[src/rtl/reg_write_arbiter_pkg.sv]
// Shared processor constants for the register-file write arbiter.
// Holds datapath widths, requester IDs and small sizing helpers.
package reg_write_arbiter_pkg;

  localparam int unsigned ARCH_BITS    = 32;
  localparam int unsigned REG_IDX_BITS = 5;
  localparam int unsigned NUM_REQ      = 3;

  localparam int unsigned REQ_ALU = 0;
  localparam int unsigned REQ_MEM = 1;
  localparam int unsigned REQ_MUL = 2;

  // Index width able to address n requesters, never below one bit.
  function automatic int unsigned ptr_bits(input int unsigned n);
    return (n > 1) ? $clog2(n) : 1;
  endfunction

endpackage

[src/rtl/reg_write_arbiter_rr_picker.sv]
// Combinational round-robin picker: first eligible requester at or after ptr,
// wrapping from N-1 back to 0, returned as a one-hot grant.
module rr_picker
  import reg_write_arbiter_pkg::*;
#(
  parameter int unsigned N = 3
) (
  input  logic [N-1:0]           eligible,
  input  logic [ptr_bits(N)-1:0] ptr,
  output logic [N-1:0]           grant
);

  localparam int unsigned PTR_BITS = ptr_bits(N);

  logic                found;
  logic [PTR_BITS-1:0] idx;

  always_comb begin
    grant = '0;
    found = 1'b0;
    idx   = '0;
    for (int unsigned off = 0; off < N; off++) begin
      idx = PTR_BITS'((32'(ptr) + off) % N);
      if (!found && eligible[idx]) begin
        grant[idx] = 1'b1;
        found      = 1'b1;
      end
    end
  end

endmodule

[src/rtl/reg_write_arbiter.sv]
// Arbitrates NUM_REQ writeback requesters onto register file port A with a
// one-entry output stage that stalls special writes while the rm bank is busy.
module reg_write_arbiter #(
  parameter int unsigned ARCH_BITS    = reg_write_arbiter_pkg::ARCH_BITS,
  parameter int unsigned REG_IDX_BITS = reg_write_arbiter_pkg::REG_IDX_BITS,
  parameter int unsigned NUM_REQ      = reg_write_arbiter_pkg::NUM_REQ
) (
  input  logic                            clk,
  input  logic                            rst,
  input  logic [NUM_REQ-1:0]              reqValid,
  output logic [NUM_REQ-1:0]              reqReady,
  input  logic [NUM_REQ*REG_IDX_BITS-1:0] reqDst,
  input  logic [NUM_REQ-1:0]              reqSpecial,
  input  logic [NUM_REQ*ARCH_BITS-1:0]    reqData,
  input  logic                            rmWriteEnable,
  output logic [REG_IDX_BITS-1:0]         dst,
  output logic                            specialDst,
  output logic [ARCH_BITS-1:0]            wData,
  output logic                            writeEnable,
  input  logic [REG_IDX_BITS-1:0]         qIdx,
  input  logic                            qSpecial,
  output logic                            qHit
);

  localparam int unsigned PTR_BITS = reg_write_arbiter_pkg::ptr_bits(NUM_REQ);

  logic                    out_valid_q, out_valid_d;
  logic [REG_IDX_BITS-1:0] dst_q, dst_d;
  logic                    special_q, special_d;
  logic [ARCH_BITS-1:0]    data_q, data_d;
  logic [PTR_BITS-1:0]     ptr_q, ptr_d;

  logic [NUM_REQ-1:0]      eligible;
  logic [NUM_REQ-1:0]      grant;
  logic                    hold;

  // Special writes collide with the exception unit's rm-bank port.
  assign eligible = reqValid & ~(reqSpecial & {NUM_REQ{rmWriteEnable}});
  assign hold     = out_valid_q & rmWriteEnable & special_q;

  rr_picker #(.N(NUM_REQ)) u_picker (
    .eligible (eligible),
    .ptr      (ptr_q),
    .grant    (grant)
  );

  assign reqReady    = (rst || hold) ? '0 : grant;
  assign writeEnable = out_valid_q & ~rst & ~(rmWriteEnable & special_q);
  assign dst         = dst_q;
  assign specialDst  = special_q;
  assign wData       = data_q;

  // Output stage and round-robin pointer state.
  always_ff @(posedge clk) begin
    if (rst) begin
      out_valid_q <= 1'b0;
      dst_q       <= '0;
      special_q   <= 1'b0;
      data_q      <= '0;
      ptr_q       <= '0;
    end else begin
      out_valid_q <= out_valid_d;
      dst_q       <= dst_d;
      special_q   <= special_d;
      data_q      <= data_d;
      ptr_q       <= ptr_d;
    end
  end

  // Next state: a held entry stays put; otherwise load the granted request.
  always_comb begin
    out_valid_d = hold | (|reqReady);
    dst_d       = dst_q;
    special_d   = special_q;
    data_d      = data_q;
    ptr_d       = ptr_q;
    for (int unsigned i = 0; i < NUM_REQ; i++) begin
      if (reqReady[i]) begin
        dst_d     = reqDst[i*REG_IDX_BITS +: REG_IDX_BITS];
        special_d = reqSpecial[i];
        data_d    = reqData[i*ARCH_BITS +: ARCH_BITS];
        ptr_d     = (i == NUM_REQ - 1) ? '0 : PTR_BITS'(i + 1);
      end
    end
  end

  // Hazard query against the output stage and every pending request.
  always_comb begin
    qHit = 1'b0;
    if (!rst && out_valid_q && special_q == qSpecial && dst_q == qIdx) begin
      qHit = 1'b1;
    end
    for (int unsigned i = 0; i < NUM_REQ; i++) begin
      if (reqValid[i] && reqSpecial[i] == qSpecial &&
          reqDst[i*REG_IDX_BITS +: REG_IDX_BITS] == qIdx) begin
        qHit = 1'b1;
      end
    end
  end

endmodule

[config.mk]
export PLATFORM = sky130hd
export DESIGN_NAME = reg_write_arbiter
export DESIGN_NICKNAME = d
export VERILOG_FILES = /design/src/rtl/reg_write_arbiter_pkg.sv /design/src/rtl/reg_write_arbiter_rr_picker.sv /design/src/rtl/reg_write_arbiter.sv
export SDC_FILE = /design/constraint.sdc
export NUM_CORES = 1
export LEC_CHECK = 0
export CORE_ASPECT_RATIO = 1.4
export CORE_UTILIZATION = 35
export CTS_CLUSTER_DIAMETER = 50
export DETAILED_ROUTE_END_ITERATION = 16
export DONT_BUFFER_PORTS = 1
export SYNTH_ARGS = -nofsm -noshare
export SYNTH_HDL_FRONTEND = slang
export SYNTH_SLANG_ARGS = --single-unit
[constraint.sdc]
create_clock -name clk -period 2.7 [get_ports clk]
set_clock_uncertainty 0.2 [all_clocks]
set_input_delay 0.27 -clock clk [delete_from_list [all_inputs] [get_ports clk]]
set_output_delay 0.27 -clock clk [all_outputs]
set_load 0.03 [all_outputs]
### Word level (Yosys, flattened, before mapping)

Cells that the tools add are included.

| word-level totals | value |
|---|---|
| register bits after elaboration | 41 |
| latch bits | 0 |
| memory bits (writable) | 0 |
| bits in read-only memories | 0 |
| bits of input ports | 126 |
| output and inout port bits | 43 |
| word-level logic and storage cells | 94 |
| memories kept | 0 |

| cells by class | value |
|---|---|
| add/sub/neg operators | 2 |
| multipliers | 0 |
| div/mod/pow operators | 3 |
| $lt $le $gt $ge | 6 |
| eq/ne operators | 8 |
| shift operators | 0 |
| multiplexer cells | 33 |
| bitwise gates (word level) | 13 |
| reduce and logical (&&, ||, !) cells | 23 |

Operators with widths:

| operator | number |
|---|---|
| two-way mux 32 bit | 3 |
| modulo 32 x 2 -> 32 bit (second input constant) | 2 |
| modulo 2 x 2 -> 32 bit (second input constant) | 1 |
| == test 5 bit | 4 |
| two-way mux 1 bit | 15 |
| two-way mux 5 bit | 3 |
| logical AND 1 bit | 14 |
| two-way mux 3 bit | 4 |
| < comparator 2 x 3 -> 1 bit (second input constant) | 3 |
| bitwise AND 3 bit | 2 |
| binary-select mux 1 bit (select 2 bit) | 3 |
| demux 1 bit (select 2 bit) | 3 |
| greater-or-equal comparator 2 x 1 -> 1 bit (second input constant) | 3 |
| bitwise OR 3 bit | 2 |
| OR reduction 3 bit | 2 |
| bitwise AND 1 bit | 5 |
| == test 1 bit | 4 |
| two-way mux 2 bit | 2 |
| adder 2 x 1 -> 3 bit (second input constant) | 1 |
| adder 2 x 2 -> 3 bit (second input constant) | 1 |
| zero test 1 bit | 3 |
| inverter 3 bit | 1 |
| nonzero test 3 bit | 1 |
| inverter 1 bit | 2 |
| 4 further kinds | 4 |

### Longest topological paths before layout

| logic depth | value |
|---|---|
| depth after elaboration | 16 |
| depth in mapped cells | 11 |
| gate-level depth less buffers | 9 |

### Hierarchy

From an unflattened synthesis, not the netlist that was laid out.

| unflattened totals | value |
|---|---|
| cell total of the unflattened synthesis | 313 |
| area total of the unflattened synthesis | 2737.6 µm² |

By module, submodules not included:

| module | times used | cells each | area an instance (µm²) | seq. area each (µm²) |
|---|---|---|---|---|
| reg_write_arbiter | 1 | 277 | 2464.9 | 820.8 |
| rr_picker | 1 | 36 | 272.8 | 0.0 |

### Worst setup path before layout

OpenSTA, ideal clock, no wires.

| path | value |
|---|---|
| path type | reg-to-output |
| from | register ptr_q[0] |
| to | output reqReady[0] |
| arrival | 2181 ps |
| data required time | 2230 ps |
| path slack | 49 ps |
| cell stages (with the launch flop) | 10 |
| path buffers | 2 |
| cells stage by stage | dfxtp_1 inv_1 ha_1 clkbuf_1 nand3b_1 o211a_1 o32a_1 a211o_1 clkbuf_1 nand2_1 |

| on the way | value |
|---|---|
| cells in the longest elaborated chain, start to end | 11 |
| elaborated cells on any way between the ends | 38 |
| those cells by class | add/sub (2); div (3); order compare (6); mux (18); bitwise (2); reduce/logical (7) |

RTL lines:

| what | line | source |
|---|---|---|
| start: declaration | reg_write_arbiter.sv:31 | `logic [PTR_BITS-1:0] ptr_q, ptr_d;` |
| start signal: assignment | reg_write_arbiter.sv:66 | `ptr_q <= ptr_d;` |
| adder 2 x 1 -> 3 bit / modulo 2 x 2 -> 32 bit (equally long branches) | reg_write_arbiter_rr_picker.sv:23 | `idx = PTR_BITS'((32'(ptr) + off) % N);` |
| modulo 32 x 2 -> 32 bit (tied with other cells) | reg_write_arbiter_rr_picker.sv:23 |  |
| < comparator 2 x 3 -> 1 bit (implied by the code) (tied with other cells) | reg_write_arbiter_rr_picker.sv:25 | `grant[idx] = 1'b1;` |
| logical AND 1 bit (implied by the code) (tied with other cells) | reg_write_arbiter_rr_picker.sv:25 |  |
| two-way mux 1 bit (implied by the code) (tied with other cells) | reg_write_arbiter_rr_picker.sv:25 |  |
| demux 1 bit (select 2 bit) (tied with other cells) | -- |  |
| bitwise OR 3 bit (no source line) / two-way mux 1 bit (equally long branches) | -- |  |
| two-way mux 3 bit / zero test 1 bit (equally long branches) | reg_write_arbiter_rr_picker.sv:24 | `if (!found && eligible[idx]) begin` |
| bitwise OR 3 bit (no source line) / logical AND 1 bit (equally long branches) | -- |  |
| two-way mux 3 bit (*) | reg_write_arbiter_rr_picker.sv:24 |  |
| two-way mux 3 bit (*) | reg_write_arbiter.sv:47 | `assign reqReady = (rst \|\| hold) ? '0 : grant;` |
| end: declaration | reg_write_arbiter.sv:11 | `output logic [NUM_REQ-1:0] reqReady,` |

Every way passes the cells marked *; elsewhere a longest branch is shown, timed or not. The select of a mux whose other input is x is not followed.

### Worst setup path in the final report

| path | value |
|---|---|
| from | register ptr_q[1] |
| to | output reqReady[0] |

The elaborated chain is that of the path after synthesis.

==> run_results.csv <==
group,metric,value,unit
status,outcome,"finished, final reports clean",
worst_setup_path,crit_type,"reg -> out",
worst_setup_path,crit_path_end_kind,"output port",
worst_setup_path,arrival,2210,ps
routing,vias,3380,
synthesis,synthDominantCellAreaShare,25.3,%
routing,avgRoutedWirePerCell,23.5,µm
global_route,grt_pass1_wl,17300,µm
global_route,grt_use_total,22.6,%
timing,min_period,2680,ps
synthesis,synthSimpleGateAreaFrac,19.3,%
timing,drv_slew,0,
floorplanning,initial_utilization,36.1,%
cells_and_area,area_delta_synth_final,24.2,%
worst_setup_path,critPathLaunchType,"flip-flop",
cells_and_area,antenna_cells,0,
global_route,gr-total-overflow,0,
synthesis,synth_fa_ha_area_share,1.55,%
synthesis,synth.avg_cell_area,8.43,µm²
placed_design,place_area,0.00346,mm²
clocking,numCtsBuffers,5,
routing,ant_nets,0,
placed_design,place.port_buffers,0,
routing,routed_wl,11700,µm
clocking,cts_buffer_depth,2,
floorplanning,coreArea,0.00898,mm²
worst_setup_path,cp_max_fo,7,
pwr,finalPower,3.23,mW
synthesis,synth_xor_area_share,6.49,%
synthesis,syn_nets,514,
timing,final.setup.worst_slack,19.6,ps
synthesis,synth_edf_count,0,
synthesis,synthFlopType,"dfxtp_1",
synthesis,synthArstFlopShare,0,%
pwr,pwr-share-clk,22.3,%
placed_design,gp_congestion,0.932,
pwr,power_frac_seq,36.6,%
synthesis,synth_compound_area_share,38.8,%
pwr,p_sw_share,43.1,%
timing,finalHoldViolCount,0,
timing,post-route-period-util,99.3,%
timing,finalSetupTns,0,ps
floorplanning,die_w,83.3,µm
global_route,antenna_found_initial,0,
synthesis,yosysWarningCount,0,
routing,drt_first_pass_iters,5,
timing,tightestPinTransition,644,ps
synthesis,yosysSeqAreaShare,25.3,%
cells_and_area,stdcell_area,0.00402,mm²
pwr,p_comb_share,41.1,%
timing,finalSetupViolCount,0,
timing,rsz0062_at_grt,"true",
synthesis,synth_top_family_by_area,"compound AO/OA/AOI/OAI gates",
synthesis,synth.most_common_cell,"dfxtp_1",
synthesis,synthesis.area,0.00324,mm²
cells_and_area,utilization,44.8,%
worst_setup_path,critical_path_required,2230,ps
routing,vias_per_cell,6.77,
worst_hold_path,min_path_type,"in -> reg",
routing,drcViolationCount,0,
pwr,switchingPower,1.39,mW
clocking,cts_tree,"built",
pwr,power.density,803,mW/mm²
pwr,ir_drop,429,µV
synthesis,ys_top_cells_by_area,"dfxtp_1, a211oi_2, a32oi_1, and3_1, nor3_1",
clocking,clock_latency,290,ps
cells_and_area,drive_gt1_share,34.2,%
synthesis,synth_commonest_cells,"dfxtp_1, and3_1, a32oi_1",
timing,slew_headroom,56.9,%
synthesis,yosys.cell_types.count,49,
routing,drt_iter0_drc,265,
timing,fmax,373,MHz
floorplanning,io_pins,169,
synthesis,synth_seq_cells,41,
placed_design,dp_slack,46.4,ps
worst_setup_path,regToRegSetupSlack,90,ps
floorplanning,row_count,41,
global_route,grt_max_degree,78,
global_route,grt_pass1_vias,3293,
clocking,clkTransAtPathRegs,60,ps
synthesis,synth.mux.area_fraction,0.309,%
placed_design,hpwl,7960,µm
synthesis,synth_top_cell_by_area,"dfxtp_1",
clocking,clock_sinks,41,
floorplanning,fp.dieArea,0.00965,mm²
clocking,cts_max_level,2,
pwr,p_leak,1.42,nW
clocking,cts-root-buf,"clkbuf_16",
job,maxCapViolCount,0,
cells_and_area,finalNetCount,521,
synthesis,synth_cells,384,
pwr,p_int,1.84,mW
floorplanning,die_y,116,µm
-- per-layer routing --
metal / share of wire [%] / GRT usage (%) / vias to the layer above
met5: 0 / 0 / -
met4: 2.4 / 10.6 / 0
met3: 7.4 / 5.13 / 26
met2: 51 / 39.6 / 181
met1: 39 / 26.2 / 1658
li1: - / - / 1515
-- state kept, by name, indices dropped and copies added, names as in the netlist --
signal and flops:
dst 5, out_valid_q 1, ptr_q 2, specialDst 1
wData 32
-- area by class of cell --
class | count | area, µm²
sequential | 41 | 826
timing repair buffer | 48 | 462
tap | 107 | 134
clock inverter | 2 | 37.5
inverter | 9 | 36.3
multi-input combinational | 286 | 2390
fill | 866 | 4950
clock buffer | 6 | 139
-- final timing paths --
kind,start,end,cells past startpoint
max,ptr_q[1]$_SDFFE_PP0P_,reqReady[0],10
max reg2reg,ptr_q[1]$_SDFFE_PP0P_,wData[21]$_SDFFE_PP0P_,10
min,reqData[80],wData[16]$_SDFFE_PP0P_,2
min reg2reg,ptr_q[1]$_SDFFE_PP0P_,ptr_q[1]$_SDFFE_PP0P_,3
-- critical path, cell delays in order, from the launching register on --
cell and delay (ps):
dfxtp_2 320, buf_6 120, ha_4 260, buf_6 140, nand4b_1 160, o211a_1 120, o32a_1 180, a211o_1 290
buf_6 140, nand2_4 50, buf_6 120
-- power by group through the flow --
| stage | registers, mW | clock network (mW) | logic (mW) |
|---|---|---|---|
| 2_1_floorplan | 1.15 | 0 | 0.834 |
| 3_3_place_gp | 1.18 | 0 | 1.13 |
| 3_5_place_dp | 1.18 | 0 | 1.14 |
| 4_1_cts | 1.17 | 0.734 | 1.22 |
| 5_1_grt | 1.19 | 0.760 | 1.42 |
| 6_report | 1.18 | 0.719 | 1.33 |
-- cells in the final DEF, fill, tap and decap left out, types with 2 or more instances in the layout --
cell	synthesis	final
o32a_1	2	2
buf_12	0	3
a211oi_2	38	38
nor4_1	4	3
nand3_1	3	3
dfxtp_1	41	39
o21ai_1	2	3
nand4_1	5	5
dlygate4sd3_1	0	2
a21boi_1	2	2
nand3b_1	2	2
o211ai_1	2	2
nand2b_1	3	3
clkbuf_16	0	5
a21oi_1	3	3
ha_4	0	2
nor2_1	4	4
a32oi_1	39	27
a31oi_1	2	2
buf_6	3	7
a21bo_2	2	2
nor3_2	0	11
a32oi_2	0	12
xnor2_1	12	12
and3_1	40	40
inv_1	9	6
xor2_1	12	12
nand2_1	5	4
buf_4	3	34
o211a_1	2	2
nor3_1	38	27
o21ai_0	37	36
-- repair_timing --
item,CTS,global route
gates resized for setup,12,41
setup buffers,6,5
hold buffers,2,0
cloned,1,0
setup endpoints to repair,3,41
hold endpoints to repair,3,0
pin swaps,2,11
-- logic make-up (layout without fill, tap and decap cells) --
kind of cell | after synthesis | after routing
fa+ha+maj | 4 | 4
mux | 1 | 1
buf+inv | 57 | 65
flops | 41 | 41
xor+xnor | 24 | 24
simple gates | 111 | 111
compound gates | 146 | 146
-- through the flow --
step,hold WS [ps],std cells
2_1_floorplan,139,384
3_3_place_gp,143,478
3_5_place_dp,144,478
4_1_cts,9.19,494
5_1_grt,8.66,499
6_report,10.9,499
Power figures use the tool's default switching activity.
